File: src/rtl/serial_subtractor.sv
// Bit-serial subtractor: computes a - b (mod 2^WIDTH) one bit pair per cycle, LSB first,
// and reports the final borrow-out.
module serial_subtractor #(
  parameter int unsigned WIDTH = 8
) (
  input  logic             clk,
  input  logic             rst,
  input  logic             start,
  input  logic [WIDTH-1:0] a,
  input  logic [WIDTH-1:0] b,
  output logic             busy,
  output logic             done,
  output logic [WIDTH-1:0] diff,
  output logic             bout
);

  localparam int unsigned CW = $clog2(WIDTH + 1);
  localparam logic [CW-1:0] LAST_CNT = CW'(WIDTH - 1);

  typedef enum logic [1:0] {
    S_IDLE = 2'd0,
    S_BUSY = 2'd1,
    S_DONE = 2'd2
  } state_e;

  state_e state_q, state_d;

  logic             busy_q, busy_d;
  logic             done_q, done_d;
  logic [WIDTH-1:0] a_q, a_d;
  logic [WIDTH-1:0] b_q, b_d;
  logic [WIDTH-1:0] res_q, res_d;
  logic [WIDTH-1:0] diff_q, diff_d;
  logic             br_q, br_d;
  logic             bout_q, bout_d;
  logic [CW-1:0]    cnt_q, cnt_d;

  logic             ai, bi, d_bit, br_next;
  logic             last_bit;

  assign busy = busy_q;
  assign done = done_q;
  assign diff = diff_q;
  assign bout = bout_q;

  // Full-subtractor cell on the current LSB pair and the stored borrow
  always_comb begin
    ai       = a_q[0];
    bi       = b_q[0];
    d_bit    = ai ^ bi ^ br_q;
    br_next  = (~ai & bi) | (~(ai ^ bi) & br_q);
    last_bit = (cnt_q == LAST_CNT);
  end

  // State register with synchronous reset
  always_ff @(posedge clk) begin
    if (rst) begin
      state_q <= S_IDLE;
    end else begin
      state_q <= state_d;
    end
  end

  // Next-state logic
  always_comb begin
    state_d = state_q;
    case (state_q)
      S_IDLE:  if (start) state_d = S_BUSY;
      S_BUSY:  if (last_bit) state_d = S_DONE;
      S_DONE:  state_d = S_IDLE;
      default: state_d = S_IDLE;
    endcase
  end

  // Status outputs decoded from the next state so they register alongside it
  always_comb begin
    busy_d = (state_d == S_BUSY);
    done_d = (state_d == S_DONE);
  end

  // Datapath next values: load on accept, shift one bit per busy cycle, publish on the last bit
  always_comb begin
    a_d    = a_q;
    b_d    = b_q;
    res_d  = res_q;
    br_d   = br_q;
    cnt_d  = cnt_q;
    diff_d = diff_q;
    bout_d = bout_q;
    case (state_q)
      S_IDLE: begin
        if (start) begin
          a_d   = a;
          b_d   = b;
          res_d = '0;
          br_d  = 1'b0;
          cnt_d = '0;
        end
      end
      S_BUSY: begin
        a_d   = a_q >> 1;
        b_d   = b_q >> 1;
        res_d = {d_bit, res_q[WIDTH-1:1]};
        br_d  = br_next;
        cnt_d = cnt_q + CW'(1);
        if (last_bit) begin
          diff_d = {d_bit, res_q[WIDTH-1:1]};
          bout_d = br_next;
        end
      end
      default: ;
    endcase
  end

  // Datapath and status registers with synchronous reset
  always_ff @(posedge clk) begin
    if (rst) begin
      busy_q <= 1'b0;
      done_q <= 1'b0;
      a_q    <= '0;
      b_q    <= '0;
      res_q  <= '0;
      br_q   <= 1'b0;
      cnt_q  <= '0;
      diff_q <= '0;
      bout_q <= 1'b0;
    end else begin
      busy_q <= busy_d;
      done_q <= done_d;
      a_q    <= a_d;
      b_q    <= b_d;
      res_q  <= res_d;
      br_q   <= br_d;
      cnt_q  <= cnt_d;
      diff_q <= diff_d;
      bout_q <= bout_d;
    end
  end

endmodule

File: config.mk
export PLATFORM = sky130hd
export DESIGN_NAME = serial_subtractor
export DESIGN_NICKNAME = d
export VERILOG_FILES = /design/src/rtl/serial_subtractor.sv
export SDC_FILE = /design/constraint.sdc
export NUM_CORES = 1
export LEC_CHECK = 0
export CAP_MARGIN = 20
export CORE_UTILIZATION = 55
export DETAILED_ROUTE_END_ITERATION = 10
export PLACE_DENSITY = 0.92
export REMOVE_ABC_BUFFERS = 1
export SYNTH_ARGS = -nofsm -noshare
export SYNTH_HDL_FRONTEND = slang
export SYNTH_SLANG_ARGS = --single-unit
File: constraint.sdc
create_clock -name clk -period 2.1 [get_ports clk]
set_input_delay 0.21 -clock clk [delete_from_list [all_inputs] [get_ports clk]]
set_output_delay 0.21 -clock clk [all_outputs]
set_load 0.005 [all_outputs]
==> Yosys cells after proc, flatten, opt, wreduce, memory -nomap -nowiden <==
Index checks and enable logic that the tools add are counted.
{ "word_totals": {"regBits": 42, "in_bits": 19} }
{ "op_classes": {"n_addsub": 1, "n_eq_ne": 5, "muxes": 13, "bitwise": 7, "reduce_logical": 4} }
{ "ops": {"columns": ["operator", "n"], "rows": [
  ["8-bit case mux with 2 select lines", 3],
  ["8-bit 2-to-1 mux", 3],
  ["4-bit case mux with 2 select lines", 1],
  ["4-bit by 1-bit adder with 4-bit output (second input constant)", 1],
  ["2-bit by 1-bit == test with 1-bit output (second input constant)", 2],
  ["4-bit by 3-bit == test with 1-bit output (second input constant)", 1],
  ["2-bit 2-to-1 mux", 2],
  ["4-bit 2-to-1 mux", 1],
  ["2-bit case mux with 2 select lines", 1],
  ["2-bit AND reduction", 2],
  ["1-bit bitwise AND", 2],
  ["2-bit == test (second input constant)", 1],
  ["2-bit logical NOT", 1],
  ["2-bit inequality test (second input constant)", 1],
  ["1-bit inverter", 2],
  ["1-bit case mux with 2 select lines", 1],
  ["2-bit nonzero test", 1],
  ["1-bit XOR", 2],
  ["1-bit 2-to-1 mux", 1],
  ["1-bit bitwise OR", 1]
]} }

==> Depth between registers and ports, before layout <==
{ "depth": {"depth_word": 5, "mapped_depth": 5} }

==> Worst setup path after synthesis <==
Ideal clock, no wire load.
{ "synth_path": {"path_type": "register to register", "start": "register cnt_q[0]", "end": "register diff_q[1], in the netlist diff[1]", "setup_time_ps": 116, "t_arrival_ps": 1215, "slack_ps": 769, "stages_incl_launch_ff": 6, "path_buffers": 1, "cell_sequence": "dfxtp_1 > ha_1 > and4b_4 > and2_4 > buf_6 > a31o_2"} }
{ "synth_via": {"elab_chain_len": 2} }
{ "synth_lines": {"columns": ["item", "line", "source"], "rows": [
  ["from (decl)", "36", "logic [CW-1:0] cnt_q, cnt_d;"],
  ["from (signal assigned)", "134", "cnt_q <= cnt_d;"],
  ["4-bit by 3-bit == test with 1-bit output", "52", "last_bit = (cnt_q == LAST_CNT);"],
  ["2-bit AND reduction (no source line)", null, null],
  ["to (signal assigned)", "135", "diff_q <= diff_d;"],
  ["to (decl)", "33", "logic [WIDTH-1:0] diff_q, diff_d;"]
]} }
No other way between the ends.
A chain may end at the register's enable or synchronous reset.

==> Final worst setup path <==
{ "layout_path": {"start": "register state_q[0]", "end": "register cnt_q[2]"} }
{ "layout_via": {"elab_chain_len": 3, "elab_cells_between_ends": 6, "cone_classes": "eq/ne: 2; mux: 1; reduce/logical: 3"} }
{ "layout_lines": {"columns": ["item", "line", "source"], "rows": [
  ["from (decl)", "26", "state_e state_q, state_d;"],
  ["from (signal assigned)", "60", "state_q <= state_d;"],
  ["2-bit by 1-bit == test with 1-bit output / 2-bit logical NOT (equally long branches)", "90", "case (state_q)"],
  ["2-bit nonzero test (no source line) / 2-bit inequality test (equally long branches)", null, null],
  ["2-bit AND reduction (no source line)", null, null]
]} }
Several ways; a longest one is shown, not always the timed one.

==> run metrics <==
count leader, synth dfxtp_1; Final min period approximately 1.6 ns; RSZ-0062 raised after global routing no; WP data arrival 1.85 ns; VDD IR max 0.000522 V; total track usage 24.1%; post-place setup slack 0.510 ns; Worst slew margin 55.2%; synthesized cell area 1680 um^2; Die Width 57.2 um; post-synthesis async set-or-reset flop share 0%; Nets 220; fmax 636 MHz; HPWL Detailed around 2.4 mm; met2 usage 40.5%; library cells used by synthesis 36; Clock Path Buffers 2; grt ovf 0; status finished clean; Critical Path Start state_q[0]; core box area 2830 um^2; clk_skew 0.0142 ns; syn_area_per_cell 9.53 um^2; Area Overhead vs Synth 17.8%; Layout Utilization 69.9%; met1 Resource Use GR 28.3%; vias in the first global route ~1400; first-pass iteration count of the detailed router 4; Root Buffer Master clkbuf_4; Synth area leader dfxtp_1; area of the multi-input gates 749 um^2; initial antenna violation count 0; Finish-stage setup viols 0; Reg clk slew, reported paths 0.11 ns; # IOs 30; Register Area 821 um^2; Vias per Instance 6.31; power per standard cell area 692 nW/um^2; Final Cycle Share 74.9%; first-pass GRT wire length ~6 mm; top cells by count, synth 41 x dfxtp_1, 22 x a21oi_1, 17 x o21ai_0; synthesized instance count 176; leakage dissipation 0.722 nW; Worst-Skew Late Latency roughly 0.36 ns; clk sinks just over 40; Layout fillers 217; input/output buffers 29; largest cells by area after synthesis dfxtp_1 49%, a21oi_1 6.6%, o21ai_0 5.1%; worst r2r src state_q[0]; slew at the pin closest to its max-slew limit 0.671 ns; post-synth top area share approximately half; Die H between 50 and 60 um; row cnt 19; gr busiest metal met2; die area 3280 um^2; share of layout cells above drive strength 1 a little over a tenth; startpoint types flip-flop; Crit. End Element flip-flop; CTS tree built; detailed-route wire length per cell approximately 15 um; final worst slack ~0.53 ns; CTS buffer count 5; TNS Setup 0 ns; final RePlAce weighted congestion 0.738; largest net degree at the start of global routing 27; Worst Path Max Fanout 12; Starting DRT DRC Count 91; Post-synth EDFFs 0; DRC 0; Final Hold Fails 0; antenna fix cells 0; ys flop type dfxtp_1; Routed Antenna Nets 0; met3 GRT Util ~5.0%; Req. time, crit path 2.38 ns; FF+latch count, synth 41; Hold-fix buffers, CTS 0; HP Class reg2reg; CTS resizes 0; max_cap viols 0; Max H-tree Level 2; kind of critical path reg2reg; Setup Buffers After CTS 0; Initial Util 59.3%; max-slew violations 0; final wirelength 3.57 mm; PnR Total Power approximately 1.4 mW; min-delay src diff[0]; sequential share of the synthesized area 48.9%; Ys Warns 0; routed vias 1458
==> power breakdown <==
group	internal (mW)	leakage, nW	total (mW)	switching [mW]
Sequential	0.811	0.335	0.834	0.0228
Clock	0.128	0.0320	0.379	0.251
Combinational	0.0770	0.355	0.155	0.0777
Total	1.02	0.722	1.37	0.351
==> registers in the layout, indices dropped and copies added, names as in the netlist <==
signal	flops
state_q	2
res_q	7
a_q	8
done	1
diff	8
bout	1
br_q	1
busy	1
cnt_q	4
b_q	8
==> worst max-delay path, cell delays in order, from the launching register on <==
cell	delay (ns)
dfxtp_1	0.61
nor2b_1	0.61
a21oi_1	0.15
nor3_1	0.13
==> per-layer routing <==
metal	up-vias	share of wire (%)	routed length [um]
li1	695	-	-
met1	700	43	1550
met2	53	49	1740
met3	10	5.5	196
met4	0	2.5	89
met5	-	0	0
==> area by class of cell <==
cell class	count	area share, %
inverters	5	0.949
flip-flops and latches	41	41.5
well taps	31	1.96
clock buffers	6	2.09
repair buffers	30	15.1
multi-input cells	116	37.9
clock inverters	2	0.506
==> worst paths after layout <==
| kind | end | slack, ns | cells after the start |
|---|---|---|---|
| setup reg to reg | cnt_q[2] | 0.53 | 3 |
| setup / recovery | cnt_q[2] | 0.53 | 3 |
| hold / removal | diff[0] | 0.47 | 2 |
| hold reg to reg | diff[0] | 0.47 | 2 |
==> placed cells by master, fill, tap and decap left out, types with 2 or more instances in the layout <==
master           netlist  routed
o22ai_1               10      10
a22oi_1               10      10
dfxtp_1               41      41
clkdlybuf4s50_1        0      29
nand2_1                2       2
or3b_1                 4       4
nor2_1                12      12
inv_2                  2       2
clkinv_2               0       2
o21ai_0               17      17
nand2b_1               8       8
nand3_1                2       2
a21oi_1               22      22
a31o_2                 7       7
and3_1                 2       2
nor3_1                 3       3
inv_1                  3       3
clkbuf_4               0       5
==> through the flow <==
step                      instances  instance area, um^2  hold WS [ns]
after floorplan                 162                 1590         0.275
after global placement          223                 1930         0.449
after detailed placement        223                 1930         0.463
after CTS                       231                 1980         0.478
after global routing            231                 1980         0.505
final                           231                 1980         0.472
==> kinds of logic (layout without fill, tap and decap cells) <==
group / after synthesis / count (layout) / synth area share, %
multiplexers: 1 / 1 / 0.597
AND/OR/NAND/NOR: 39 / 39 / 13.4
buffers and inverters: 19 / 43 / 6.41
adder cells (fa/ha/maj): 2 / 2 / 1.94
flip-flops: 41 / 41 / 48.9
AO/OA/AOI/OAI: 74 / 74 / 28.7
(Power assumes the default switching activity.)
